File: src/rtl/emd_recon.sv
// emd_recon -- EMD reconstruction: Xrec = IMF1 (delayed DLY strobes) + IMF2 + R2,
// summed at W+2 bits and saturated to W bits.
//
// Ports:
//   CLK    in  1  system clock, rising edge
//   RST    in  1  synchronous active-high reset
//   Vin    in  1  sample strobe, qualifies IMF1/IMF2/R2
//   IMF1   in  W  first IMF (leads IMF2/R2 by DLY strobes)
//   IMF2   in  W  second IMF
//   R2     in  W  second-stage residue
//   Xrec   out W  reconstructed, saturated sample (holds when Vout=0)
//   Vout   out 1  Xrec valid, one cycle after an accepted strobe in RUN
//   Sat    out 1  Xrec was clipped (holds when Vout=0)
//   Filled out 1  delay line holds DLY samples
module emd_recon #(
  parameter int W   = 16,
  parameter int DLY = 120
) (
  input  logic         CLK,
  input  logic         RST,
  input  logic         Vin,
  input  logic [W-1:0] IMF1,
  input  logic [W-1:0] IMF2,
  input  logic [W-1:0] R2,
  output logic [W-1:0] Xrec,
  output logic         Vout,
  output logic         Sat,
  output logic         Filled
);

  localparam int AW = (DLY > 1) ? $clog2(DLY) : 1;
  localparam logic [AW-1:0] LAST = AW'(DLY - 1);
  localparam logic [7:0]    CMAX = 8'(DLY);
  localparam logic signed [W+1:0] MAXV = {3'b000, {(W-1){1'b1}}};
  localparam logic signed [W+1:0] MINV = {3'b111, {(W-1){1'b0}}};

  typedef enum logic {FILL, RUN} state_t;

  state_t            r_state;
  state_t            w_next;
  logic [7:0]        r_cnt;
  logic [AW-1:0]     r_wp;
  logic [AW-1:0]     r_rp;
  logic [W-1:0]      r_mem [DLY];
  logic [W-1:0]      w_d1;
  logic signed [W+1:0] w_sum;
  logic              w_run_strobe;

  // State register
  always_ff @(posedge CLK) begin
    if (RST) r_state <= FILL;
    else     r_state <= w_next;
  end

  // Next-state logic: leave FILL on the DLY-th accepted strobe
  always_comb begin
    w_next = r_state;
    if (r_state == FILL && Vin && r_cnt == CMAX - 8'd1)
      w_next = RUN;
  end

  // Output decode
  always_comb begin
    Filled       = (r_state == RUN);
    w_run_strobe = Vin && (r_state == RUN);
  end

  // Fill counter stops at DLY once RUN is reached
  always_ff @(posedge CLK) begin
    if (RST)                           r_cnt <= '0;
    else if (Vin && r_state == FILL)   r_cnt <= r_cnt + 8'd1;
  end

  // With depth DLY the slot read this strobe (written DLY strobes ago) is the
  // same slot written now, so rp and wp advance in lockstep.
  always_ff @(posedge CLK) begin
    if (RST) begin
      r_wp <= '0;
      r_rp <= '0;
    end else if (Vin) begin
      r_wp <= (r_wp == LAST) ? '0 : r_wp + 1'b1;
      r_rp <= (r_rp == LAST) ? '0 : r_rp + 1'b1;
    end
  end

  // Delay line storage, not reset; stale data is masked by FILL
  always_ff @(posedge CLK) begin
    if (!RST && Vin) r_mem[r_wp] <= IMF1;
  end

  // Asynchronous read returns the old contents before this edge's write
  assign w_d1  = r_mem[r_rp];
  assign w_sum = $signed({{2{w_d1[W-1]}}, w_d1})
               + $signed({{2{IMF2[W-1]}}, IMF2})
               + $signed({{2{R2[W-1]}}, R2});

  // Registered outputs
  always_ff @(posedge CLK) begin
    if (RST) begin
      Xrec <= '0;
      Sat  <= 1'b0;
      Vout <= 1'b0;
    end else begin
      Vout <= w_run_strobe;
      if (w_run_strobe) begin
        if (w_sum > MAXV) begin
          Xrec <= MAXV[W-1:0];
          Sat  <= 1'b1;
        end else if (w_sum < MINV) begin
          Xrec <= MINV[W-1:0];
          Sat  <= 1'b1;
        end else begin
          Xrec <= w_sum[W-1:0];
          Sat  <= 1'b0;
        end
      end
    end
  end

endmodule

File: config.mk
export PLATFORM = sky130hd
export DESIGN_NAME = emd_recon
export DESIGN_NICKNAME = d
export VERILOG_FILES = /design/src/rtl/emd_recon.sv
export SDC_FILE = /design/constraint.sdc
export NUM_CORES = 2
export LEC_CHECK = 0
export BUFFER_PORTS_ARGS = -buffer_cell sky130_fd_sc_hd__buf_2
export CAP_MARGIN = 10
export CORE_MARGIN = 8
export CORE_UTILIZATION = 63
export CTS_BUF_LIST = sky130_fd_sc_hd__clkbuf_16
export CTS_CLUSTER_SIZE = 28
export DETAILED_ROUTE_END_ITERATION = 10
export PLACE_DENSITY = 0.78
export SETUP_SLACK_MARGIN = 0.2
export SLEW_MARGIN = 25
export SYNTH_ARGS = -nofsm -noshare
export SYNTH_HDL_FRONTEND = slang
export SYNTH_SLANG_ARGS = --single-unit
File: constraint.sdc
create_clock -name CLK -period 6.2 [get_ports CLK]
set_input_delay 0 -clock CLK [delete_from_list [all_inputs] [get_ports CLK]]
set_output_delay 0 -clock CLK [all_outputs]
set_load 0.1 [all_outputs]
==> impl_table.tex <==
\begin{tabular}{lr}
\hline
Metric & Value \\
\hline
\multicolumn{2}{l}{\textbf{Setup path}} \\
Crit path largest cell delay & approximately 0.60 ns \\
Crit path top cell by count & sky130\_fd\_sc\_hd\_\_mux4\_2 \\
Critical path launch point type & register \\
CP max-delay cell & sky130\_fd\_sc\_hd\_\_mux4\_2 \\
Arrival @ worst endpoint & 6.61 ns \\
Setup crit end kind & register \\
Critical setup path kind & register to register \\
Cell-by-cell trace of the critical path & buf\_12 -> buf\_6 -> buf\_4 -> buf\_4 -> mux4\_2 -> mux4\_2 -> mux2\_2 -> mux4\_2 -> fa\_1 -> ha\_2 -> a21oi\_1 -> o21ai\_1 -> a311oi\_1 -> nor2\_1 -> xor2\_1 -> a21oi\_2 -> or2\_2 -> a311oi\_1 \\
Endpoint required time on the critical path & $\sim$6.9 ns \\
Critical path peak fanout & 9 \\
\multicolumn{2}{l}{\textbf{Place}} \\
Post-placement cell count & between 4000 and 5000 \\
Total of buffers placed on input and output ports & 69 \\
HPWL after detailed placement & 107200 µm \\
Routability Congestion & around 0.87 \\
\multicolumn{2}{l}{\textbf{Cells and area}} \\
Finished Layout Cells & 5406 \\
Share of cells above drive strength 1 & 34.29\% \\
Layout Area Growth over Synthesis & 13.96\% \\
Most used cells in the layout excluding fill and tap cells & sky130\_fd\_sc\_hd\_\_edfxtp\_1 (1920), sky130\_fd\_sc\_hd\_\_mux4\_2 (608), sky130\_fd\_sc\_hd\_\_buf\_4 (241), sky130\_fd\_sc\_hd\_\_clkbuf\_16 (191), sky130\_fd\_sc\_hd\_\_nor2\_1 (168) \\
Post-layout nets & 3732 \\
Commonest non-fill, non-tap cell in the layout & sky130\_fd\_sc\_hd\_\_edfxtp\_1 \\
Count of filler cells inserted in the layout & 6374 \\
\multicolumn{2}{l}{\textbf{Clocking}} \\
Clk\_lat worst skew & 0.81 ns \\
Clock-pin slew on the worst setup and hold paths & 0.06 ns \\
Number of sinks handled by clock tree synthesis & just under 2000 \\
H-tree depth & 4 \\
CTS Root Buffer Type & sky130\_fd\_sc\_hd\_\_clkbuf\_16 \\
Number of buffers created by CTS & 183 \\
Clock buffer depth & 3 \\
Clock tree from TritonCTS & yes \\
\multicolumn{2}{l}{\textbf{Floorplan}} \\
Chip height & 364.2 µm \\
Count of boundary I/O pins & 70 \\
Placeable Area & roughly 120000 µm² \\
Die width & 364.2 µm \\
Starting utilization of the core area & about 64\% \\
Number of cell rows & 127 \\
Die area & roughly 130000 µm² \\
\multicolumn{2}{l}{\textbf{Pwr}} \\
Power Density & 319.9 nW/µm² \\
Switching share of power & 22.07\% \\
Fraction of power consumed by sequential logic & 52.5\% \\
Portion of total power attributed to combinational logic & between 7 and 8\% \\
Internal power & around 22 mW \\
Clock group share of total power & 39.6\% \\
Net switching power & 6.147 mW \\
Tot Pwr & 27.85 mW \\
P\_leak & between 20 and 30 nW \\
Maximum VDD drop & 0.3017 mV \\
\multicolumn{2}{l}{\textbf{Yosys}} \\
Most instantiated flip-flop cell in the synthesis netlist & sky130\_fd\_sc\_hd\_\_edfxtp\_1 \\
Total nets after synthesis & roughly 3300 \\
Total of flip-flops plus latches after synthesis & 1968 \\
Post-synthesis area per instance & 23.49 µm² \\
Number of standard cells after synthesis & 3252 \\
Post-synth EDFFs & 1920 \\
Count of unique library cells instantiated by Yosys & 44 \\
Syn. warnings & 0 \\
Share of async-settable or async-resettable flops after synthesis & 0\% \\
Share of the yosys chip area belonging to registers & 76.73\% \\
Synth Cell Area & 76390 µm² \\
\multicolumn{2}{l}{\textbf{Drt}} \\
Post-detailed-routing wire length & 206700 µm \\
ANT nets after route & 0 \\
Number of vias in the routed layout & 38997 \\
Routed wire per std cell & 38.24 µm \\
Via-per-instance ratio & 7.214 \\
Pre-antenna DRT Iters & 5 \\
Number of DRC markers after the initial detailed-route iteration & 5880 \\
Number of design rule violations left after detail routing & 0 \\
\multicolumn{2}{l}{\textbf{Timing}} \\
Unrepaired setup endpoints after global routing & false \\
Headroom to the max-slew limit & 29.77\% \\
Count of pins over their slew limit & 0 \\
Highest achievable clock rate & about 0.17 GHz \\
Period utilisation layout & 95.18\% \\
Summed negative setup slack over all endpoints & 0 ns \\
Finish-stage setup viols & 0 \\
Transition at the pin with the smallest max-transition slack & 1.053 ns \\
Final critical path time including I/O delays and setup & around 5.9 ns \\
Worst hold margin & 0.05076 ns \\
Endpoints failing hold & 0 \\
Worst Skew & 0.03175 ns \\
\multicolumn{2}{l}{\textbf{Global route}} \\
Global-route wire length before repair & around 280000 µm \\
GRT Util Overall & 30.49\% \\
Initial antenna violation count & 10 \\
Largest net degree at the start of global routing & 121 \\
Total congestion overflow after global routing & 0 \\
Vias in the first global route & 39157 \\
\multicolumn{2}{l}{\textbf{Job}} \\
Max-cap viol count & 0 \\
\multicolumn{2}{l}{\textbf{Outcome}} \\
Result of the run & finished, final reports clean \\
\multicolumn{2}{l}{\textbf{Worst hold path}} \\
Hold crit path type & input pin to register \\
\hline
\end{tabular}
-- final timing paths --
check / from / end / slack, ns / cells after the start
worst max register to register: register / Xrec[1] / 0.30 / 18
worst min-delay path: R2[1] / Xrec[2] / 0.05 / 6
worst max-delay path: register / Xrec[1] / 0.30 / 18
worst min register to register: Xrec[15] / Xrec[15] / 0.47 / 2
-- cell families (layout without fill, tap and decap cells) --
group / Yosys count / in the layout / synth area share (%)
xor+xnor: 30 / 30 / 0.3439
other cells: 0 / 3 / 0
simple gates: 276 / 276 / 1.549
compound gates: 82 / 82 / 0.6994
fa+ha+maj: 36 / 36 / 0.7567
buf+inv: 183 / 722 / 1.020
flops: 1968 / 1968 / 76.73
mux: 677 / 677 / 18.90
-- sequential cells by signal, summed over array words and instances (netlist names), named ones only --
name / flops
r_rp: 7
r_cnt: 8
r_mem: 1920
Xrec: 16
Filled: 1
Vout: 1
r_wp: 7
Sat: 1
-- metrics by stage --
| step | worst slack (ns) | instance area [µm²] | util (%) |
|---|---|---|---|
| 3_3_place_gp | 0.2602 | 80060 | 66.65 |
| 6_report | 0.2987 | 87060 | 72.47 |
| 3_5_place_dp | 0.01312 | 80070 | 66.65 |
| 5_1_grt | 0.1035 | 87050 | 72.47 |
| 4_1_cts | 0.2052 | 86240 | 71.79 |
| 2_1_floorplan | 0.5485 | 76390 | - |
-- cell usage after synthesis, types with 3 or more instances --
library cell,count,area [µm²]
sky130_fd_sc_hd__a21o_1,4,30.03
sky130_fd_sc_hd__a21oi_1,38,190.2
sky130_fd_sc_hd__a221o_1,12,120.1
sky130_fd_sc_hd__a311oi_1,4,35.03
sky130_fd_sc_hd__a31oi_1,3,18.77
sky130_fd_sc_hd__and2_1,4,25.02
sky130_fd_sc_hd__buf_1,31,116.4
sky130_fd_sc_hd__buf_2,50,250.2
sky130_fd_sc_hd__buf_4,6,45.04
sky130_fd_sc_hd__clkbuf_1,84,315.3
sky130_fd_sc_hd__dfxtp_1,48,960.9
sky130_fd_sc_hd__edfxtp_1,1920,57660
sky130_fd_sc_hd__fa_1,17,340.3
sky130_fd_sc_hd__ha_1,19,237.7
sky130_fd_sc_hd__inv_1,11,41.29
sky130_fd_sc_hd__mux2_2,45,506.7
sky130_fd_sc_hd__mux2i_1,24,240.2
sky130_fd_sc_hd__mux4_2,608,13690
sky130_fd_sc_hd__nand2_1,38,142.6
sky130_fd_sc_hd__nand2b_1,6,37.54
sky130_fd_sc_hd__nand3_1,17,85.08
sky130_fd_sc_hd__nand3b_1,5,37.54
sky130_fd_sc_hd__nand4_1,8,50.05
sky130_fd_sc_hd__nor2_1,176,660.6
sky130_fd_sc_hd__nor2b_1,5,31.28
sky130_fd_sc_hd__nor3_1,4,20.02
sky130_fd_sc_hd__o211ai_1,4,30.03
sky130_fd_sc_hd__o21ai_0,9,45.04
sky130_fd_sc_hd__or3_1,3,18.77
sky130_fd_sc_hd__or3b_2,4,35.03
sky130_fd_sc_hd__xnor2_1,19,166.4
sky130_fd_sc_hd__xor2_1,11,96.34
-- layer usage --
metal	GRT usage, %	part of all wire [%]	vias to the layer above
met1	39.24	33	20257
met2	48.48	48	3458
met3	8.197	12	640
met4	15.74	6.2	4
li1	-	-	14638
met5	0	0.014	-
-- worst max-delay path, delay by kind of cell (launching register included) --
| kind | cells | cell delay [ns] |
|---|---|---|
| buf+inv | 4 | 0.75 |
| simple gates | 2 | 0.44 |
| xor+xnor | 1 | 0.29 |
| flops | 1 | 0.48 |
| mux | 4 | 2.07 |
| fa+ha+maj | 2 | 0.88 |
| compound gates | 5 | 0.87 |
-- power by group through the flow --
| stage | logic [mW] | clock network (mW) | registers [mW] |
|---|---|---|---|
| after detailed placement | 1.92 | 0 | 14.9 |
| after global placement | 1.86 | 0 | 14.9 |
| after floorplan | 1.21 | 0 | 14.9 |
| after CTS | 2.01 | 11.0 | 14.6 |
| final | 2.20 | 11.0 | 14.6 |
| after global routing | 2.29 | 11.5 | 14.6 |
-- layout make-up --
type / instances / area, µm² / share of cell area (%)
antenna: 3 / 7.507 / 0.008623
multi-input combinational: 1101 / 17140 / 19.68
sequential: 1968 / 58640 / 67.35
clock buffer: 186 / 4654 / 5.346
tap: 1612 / 2017 / 2.317
clock inverter: 145 / 1122 / 1.289
inverter: 11 / 41.29 / 0.04743
timing repair buffer: 380 / 3447 / 3.959
-- repair_timing --
action | in CTS | in global routing
pin swaps | 2 | 6
hold buffers | 30 | 0
endpoints found under the setup margin | 15 | 16
gates cloned | 2 | 5
buffers inserted | 0 | 55
resized for setup | 7 | 44
hold endpoints to repair | 553 | 0
Power figures use the tool's default switching activity.
